[src/rtl/fifo_packetizer.sv]
// Drains a sync_fifo read port into fixed-length valid/ready frames:
// header word, PKT_LEN payload words, then an XOR checksum word.
module fifo_packetizer #(
    parameter int unsigned WIDTH   = 8,
    parameter int unsigned PKT_LEN = 4,
    parameter int unsigned HDR     = 32'hA5,
    parameter int unsigned CNT_W   = 16
) (
    input  logic             clk,
    input  logic             rst,
    input  logic             fifo_empty,
    output logic             fifo_rd_en,
    input  logic [WIDTH-1:0] fifo_rdata,
    output logic             m_valid,
    input  logic             m_ready,
    output logic [WIDTH-1:0] m_data,
    output logic             m_last,
    output logic             busy,
    output logic [CNT_W-1:0] pkt_count
);

    localparam int unsigned      IDX_W    = 8;
    localparam logic [IDX_W-1:0] LAST_IDX = IDX_W'(PKT_LEN - 1);
    localparam logic [WIDTH-1:0] HDR_WORD = WIDTH'(HDR);

    typedef enum logic [2:0] {
        S_IDLE,
        S_HDR,
        S_FETCH,
        S_WAIT,
        S_DATA,
        S_CSUM
    } state_t;

    state_t             state_q, state_d;
    logic [IDX_W-1:0]   idx_q, idx_d;
    logic [WIDTH-1:0]   csum_q, csum_d;
    logic [WIDTH-1:0]   data_q, data_d;
    logic [CNT_W-1:0]   cnt_q, cnt_d;
    logic               valid_q, valid_d;
    logic               last_q, last_d;
    logic               busy_q, busy_d;
    logic [WIDTH-1:0]   mdata_q, mdata_d;
    logic               xfer;

    assign xfer = valid_q & m_ready;

    // Next-state logic; the output registers are loaded from the next state so
    // they always describe the state being entered.
    always_comb begin
        state_d    = state_q;
        idx_d      = idx_q;
        csum_d     = csum_q;
        data_d     = data_q;
        cnt_d      = cnt_q;
        fifo_rd_en = 1'b0;

        unique case (state_q)
            S_IDLE: begin
                if (!fifo_empty) begin
                    state_d = S_HDR;
                    csum_d  = '0;
                    idx_d   = '0;
                end
            end
            S_HDR: begin
                if (xfer) state_d = S_FETCH;
            end
            S_FETCH: begin
                if (!fifo_empty) begin
                    fifo_rd_en = 1'b1;
                    state_d    = S_WAIT;
                end
            end
            S_WAIT: begin
                data_d  = fifo_rdata;
                state_d = S_DATA;
            end
            S_DATA: begin
                if (xfer) begin
                    csum_d  = csum_q ^ data_q;
                    idx_d   = idx_q + IDX_W'(1);
                    state_d = (idx_q == LAST_IDX) ? S_CSUM : S_FETCH;
                end
            end
            S_CSUM: begin
                if (xfer) begin
                    state_d = S_IDLE;
                    cnt_d   = cnt_q + CNT_W'(1);
                end
            end
            default: state_d = S_IDLE;
        endcase

        valid_d = (state_d == S_HDR) || (state_d == S_DATA) || (state_d == S_CSUM);
        last_d  = (state_d == S_CSUM);
        busy_d  = (state_d != S_IDLE);
        unique case (state_d)
            S_HDR:   mdata_d = HDR_WORD;
            S_DATA:  mdata_d = data_d;
            S_CSUM:  mdata_d = csum_d;
            default: mdata_d = '0;
        endcase
    end

    always_ff @(posedge clk or posedge rst) begin
        if (rst) begin
            state_q <= S_IDLE;
            idx_q   <= '0;
            csum_q  <= '0;
            data_q  <= '0;
            cnt_q   <= '0;
            valid_q <= 1'b0;
            last_q  <= 1'b0;
            busy_q  <= 1'b0;
            mdata_q <= '0;
        end else begin
            state_q <= state_d;
            idx_q   <= idx_d;
            csum_q  <= csum_d;
            data_q  <= data_d;
            cnt_q   <= cnt_d;
            valid_q <= valid_d;
            last_q  <= last_d;
            busy_q  <= busy_d;
            mdata_q <= mdata_d;
        end
    end

    assign m_valid   = valid_q;
    assign m_last    = last_q;
    assign m_data    = mdata_q;
    assign busy      = busy_q;
    assign pkt_count = cnt_q;

endmodule
[config.mk]
export PLATFORM = sky130hd
export DESIGN_NAME = fifo_packetizer
export DESIGN_NICKNAME = d
export VERILOG_FILES = /design/src/rtl/fifo_packetizer.sv
export SDC_FILE = /design/constraint.sdc
export NUM_CORES = 1
export LEC_CHECK = 0
export CAP_MARGIN = 0
export CORE_ASPECT_RATIO = 0.8
export CORE_MARGIN = 5
export CORE_UTILIZATION = 57
export DETAILED_ROUTE_END_ITERATION = 12
export MAX_ROUTING_LAYER = met4
export PLACE_DENSITY = 0.84
export SLEW_MARGIN = 30
export SYNTH_ARGS = -nofsm -noshare
export SYNTH_HDL_FRONTEND = slang
export SYNTH_SLANG_ARGS = --single-unit
[constraint.sdc]
create_clock -name clk -period 3.05 [get_ports clk]
set_input_delay 0.7625 -clock clk [delete_from_list [all_inputs] [get_ports clk]]
set_output_delay 0.7625 -clock clk [all_outputs]
set_load 0.02 [all_outputs]
==> flow_metrics.tcl <==
set metrics [dict create \
    crit_type "in -> out" \
    cts_setup_buffers 0 \
    htree_levels 2 \
    place_hpwl_um 3780 \
    ys_ff_latch 54 \
    cp.arrival_ns 2.00 \
    nFillCells 305 \
    yosysUniqueCellTypes 35 \
    grt_util_all_layers 0.200 \
    fin_setup_tns_ns 0 \
    hold_viol_final 0 \
    clk_latency_ns 0.30 \
    drt_iter0_markers 89 \
    clk_pin_slew_ns 0.09 \
    cts_resized 1 \
    root_buffer "clkbuf_8" \
    grt_setup_unrepaired "no" \
    syn_area_per_cell_um2 10.3 \
    synth.area.top_cells "dfrtp_1 55%, xnor2_1 5.0%, nand2_1 4.7%, mux2_2 3.2%, nand2b_1 3.0%" \
    r2r-end "m_data[0]$_DFF_PP0_" \
    gp_congestion 0.771 \
    power.density_nw_per_um2 800 \
    nNetsFinal 297 \
    clock_skew_ns 0.00558 \
    antenna_found_initial 0 \
    status "completed" \
    start_util 0.592 \
    cpPeakStageDelay_ns 0.43 \
    cap_violations 0 \
    numPortBuffers 39 \
    core-area_um2 4180 \
    vias_per_cell 5.62 \
    synthCells 239 \
    crit_path_cell_trace "clkdlybuf4s50_1 > or2_2 > nor2_1 > dlygate4sd2_1" \
    hold_start "csum_q[4]$_DFF_PP0_" \
    crit_path_start_kind "input port" \
    reg2reg_depth 6 \
    core.rowCount 21 \
    p_leak_nw 1.38 \
    peakVddDrop_v 0.000628 \
    grt_pass1_wl_um 8760 \
    routed_wl_um 5090 \
    timing.slew.headroom 0.567 \
    cts_tree "done" \
    drive_above_1_share 0.0986 \
    avgRoutedWirePerCell_um 14.9 \
    cp-end-kind "output pin" \
    grt_max_degree 31 \
    fmax_ghz 0.363 \
    grt_overflow 0 \
    maxSlewViolCount 0 \
    r2r_setup_slack_ns 1.03 \
    pre_cts_slack_ns -0.0196 \
    path_max_fanout 3 \
    synth_warnings 0 \
    seqCellArea_um2 1350 \
    wl_met1_um 2290 \
    drc 0 \
    synth_ff_type "dfrtp_1" \
    yosys.area.top_type "dfrtp_1" \
    die_width_um 83.6 \
    fp.dieH_um 68.9 \
    multiInputGateArea_um2 1070 \
    synth_nets 253 \
    hold_depth 1 \
    place_area_um2 2950 \
    cts_buffers 5 \
    synthArstFlopShare 1.00 \
    yosysMostFrequentCell "dfrtp_1" \
    route.met3.wl_um 244 \
    hold_end "csum_q[4]$_DFF_PP0_" \
    hold_buffers 0 \
    seq_area_frac_synth 0.547 \
    route.met2.wl_um 2500 \
    vias 1915 \
    rr_startpoint "idx_q[0]$_DFFE_PP0P_" \
    syn_to_final_growth_pct 23.1 \
    setup_viol 0 \
    grt_pass1_vias 1903 \
    min_period_ns 2.76 \
    period_share 0.904 \
    hp-class "reg -> reg" \
    die_area_um2 5760 \
    cts.sinks 54 \
    boundaryPins 40 \
    drt_pass1_iterations 5 \
    synth_edf_count 0 \
    synthTopCellsByCount "54 x dfrtp_1, 31 x nand2_1, 19 x nor2_1" \
    worst_slack_ns 0.292 \
    drtAntennaViolNets 0 \
    required_ns 2.29 \
    n_antenna_cell 0 \
    dr.max_layer_used "met4" \
    slowest_stage "clkdlybuf4s50_1" \
    design_area_um2 3040 \
    hold_slack_ns 0.481 \
    cts_max_path_buffers 2 \
    yosysTopAreaCellShare 0.547 \
    synth_area_um2 2470 \
    worst_slew_pin_slew_ns 0.640 \
]
## stage by stage
step,total power (W),cells,util
final,0.00244,341,0.728
after global placement,0.00202,333,0.707
after detailed placement,0.00205,333,0.707
after global routing,0.00261,341,0.728
after floorplan,0.00170,239,-
after CTS,0.00245,341,0.728
## metal layers
layer / track usage / vias up
met3: 0.0344 / 7
li1: - / 914
met2: 0.336 / 53
met5: - / -
met4: 0.0643 / 0
met1: 0.252 / 941
## cells in the final DEF, fill, tap and decap left out, types with 4 or more instances in the layout
cell | synthesis | layout
nor2_1 | 19 | 19
nand4_1 | 5 | 5
and3_1 | 7 | 7
buf_4 | 0 | 4
nand2b_1 | 12 | 12
a21oi_1 | 6 | 6
mux2_2 | 7 | 7
nand2_1 | 31 | 31
o211ai_1 | 5 | 5
o21ai_0 | 15 | 15
dfrtp_1 | 54 | 54
xor2_1 | 6 | 6
clkdlybuf4s50_1 | 0 | 38
xnor2_1 | 14 | 14
nand3_1 | 13 | 13
clkbuf_8 | 0 | 6
## where the power goes
part           leakage [nW]  internal, W  switching, W  total [W]
Combinational         0.622     0.000428      0.000529   0.000957
Sequential            0.708     0.000917      0.000163    0.00108
Clock                0.0482     0.000183      0.000215   0.000399
Total                  1.38      0.00153      0.000907    0.00244
## worst max-delay path, delay by kind of cell
| family | cells | cell delay (ns) |
|---|---|---|
| simple gates | 2 | 0.45 |
| buf+inv | 2 | 0.78 |
## cells by family after synthesis
logic type	synth area share
flip-flops	0.547
buffers and inverters	0.0187
adder cells (fa/ha/maj)	0.0101
AO/OA/AOI/OAI	0.104
AND/OR/NAND/NOR	0.210
XOR/XNOR	0.0709
multiplexers	0.0400
## layout make-up
type,instances,share of cell area
sequential,54,0.444
multi-input combinational,174,0.353
timing repair buffer,44,0.144
clock buffer,7,0.0284
tap,57,0.0234
inverter,4,0.00493
clock inverter,1,0.00164
## state kept, by name (all words and copies together), names as in the netlist
| signal | flops |
|---|---|
| m_valid | 1 |
| busy | 1 |
| csum_q | 8 |
| pkt_count | 16 |
| state_q | 3 |
| m_last | 1 |
| idx_q | 8 |
| m_data | 8 |
| data_q | 8 |
## how the worst max path moves through the flow
stage / from / endpoint / slack [ns] / depth (start not counted)
2_1_floorplan: fifo_empty / fifo_rd_en / 0.94 / 2
3_3_place_gp: fifo_empty / fifo_rd_en / -0.004 / 4
3_5_place_dp: fifo_empty / fifo_rd_en / -0.02 / 4
4_1_cts: fifo_empty / fifo_rd_en / 0.26 / 4
5_1_grt: fifo_empty / fifo_rd_en / 0.24 / 4
6_report: fifo_empty / fifo_rd_en / 0.29 / 4
Power figures use the tool's default switching activity.
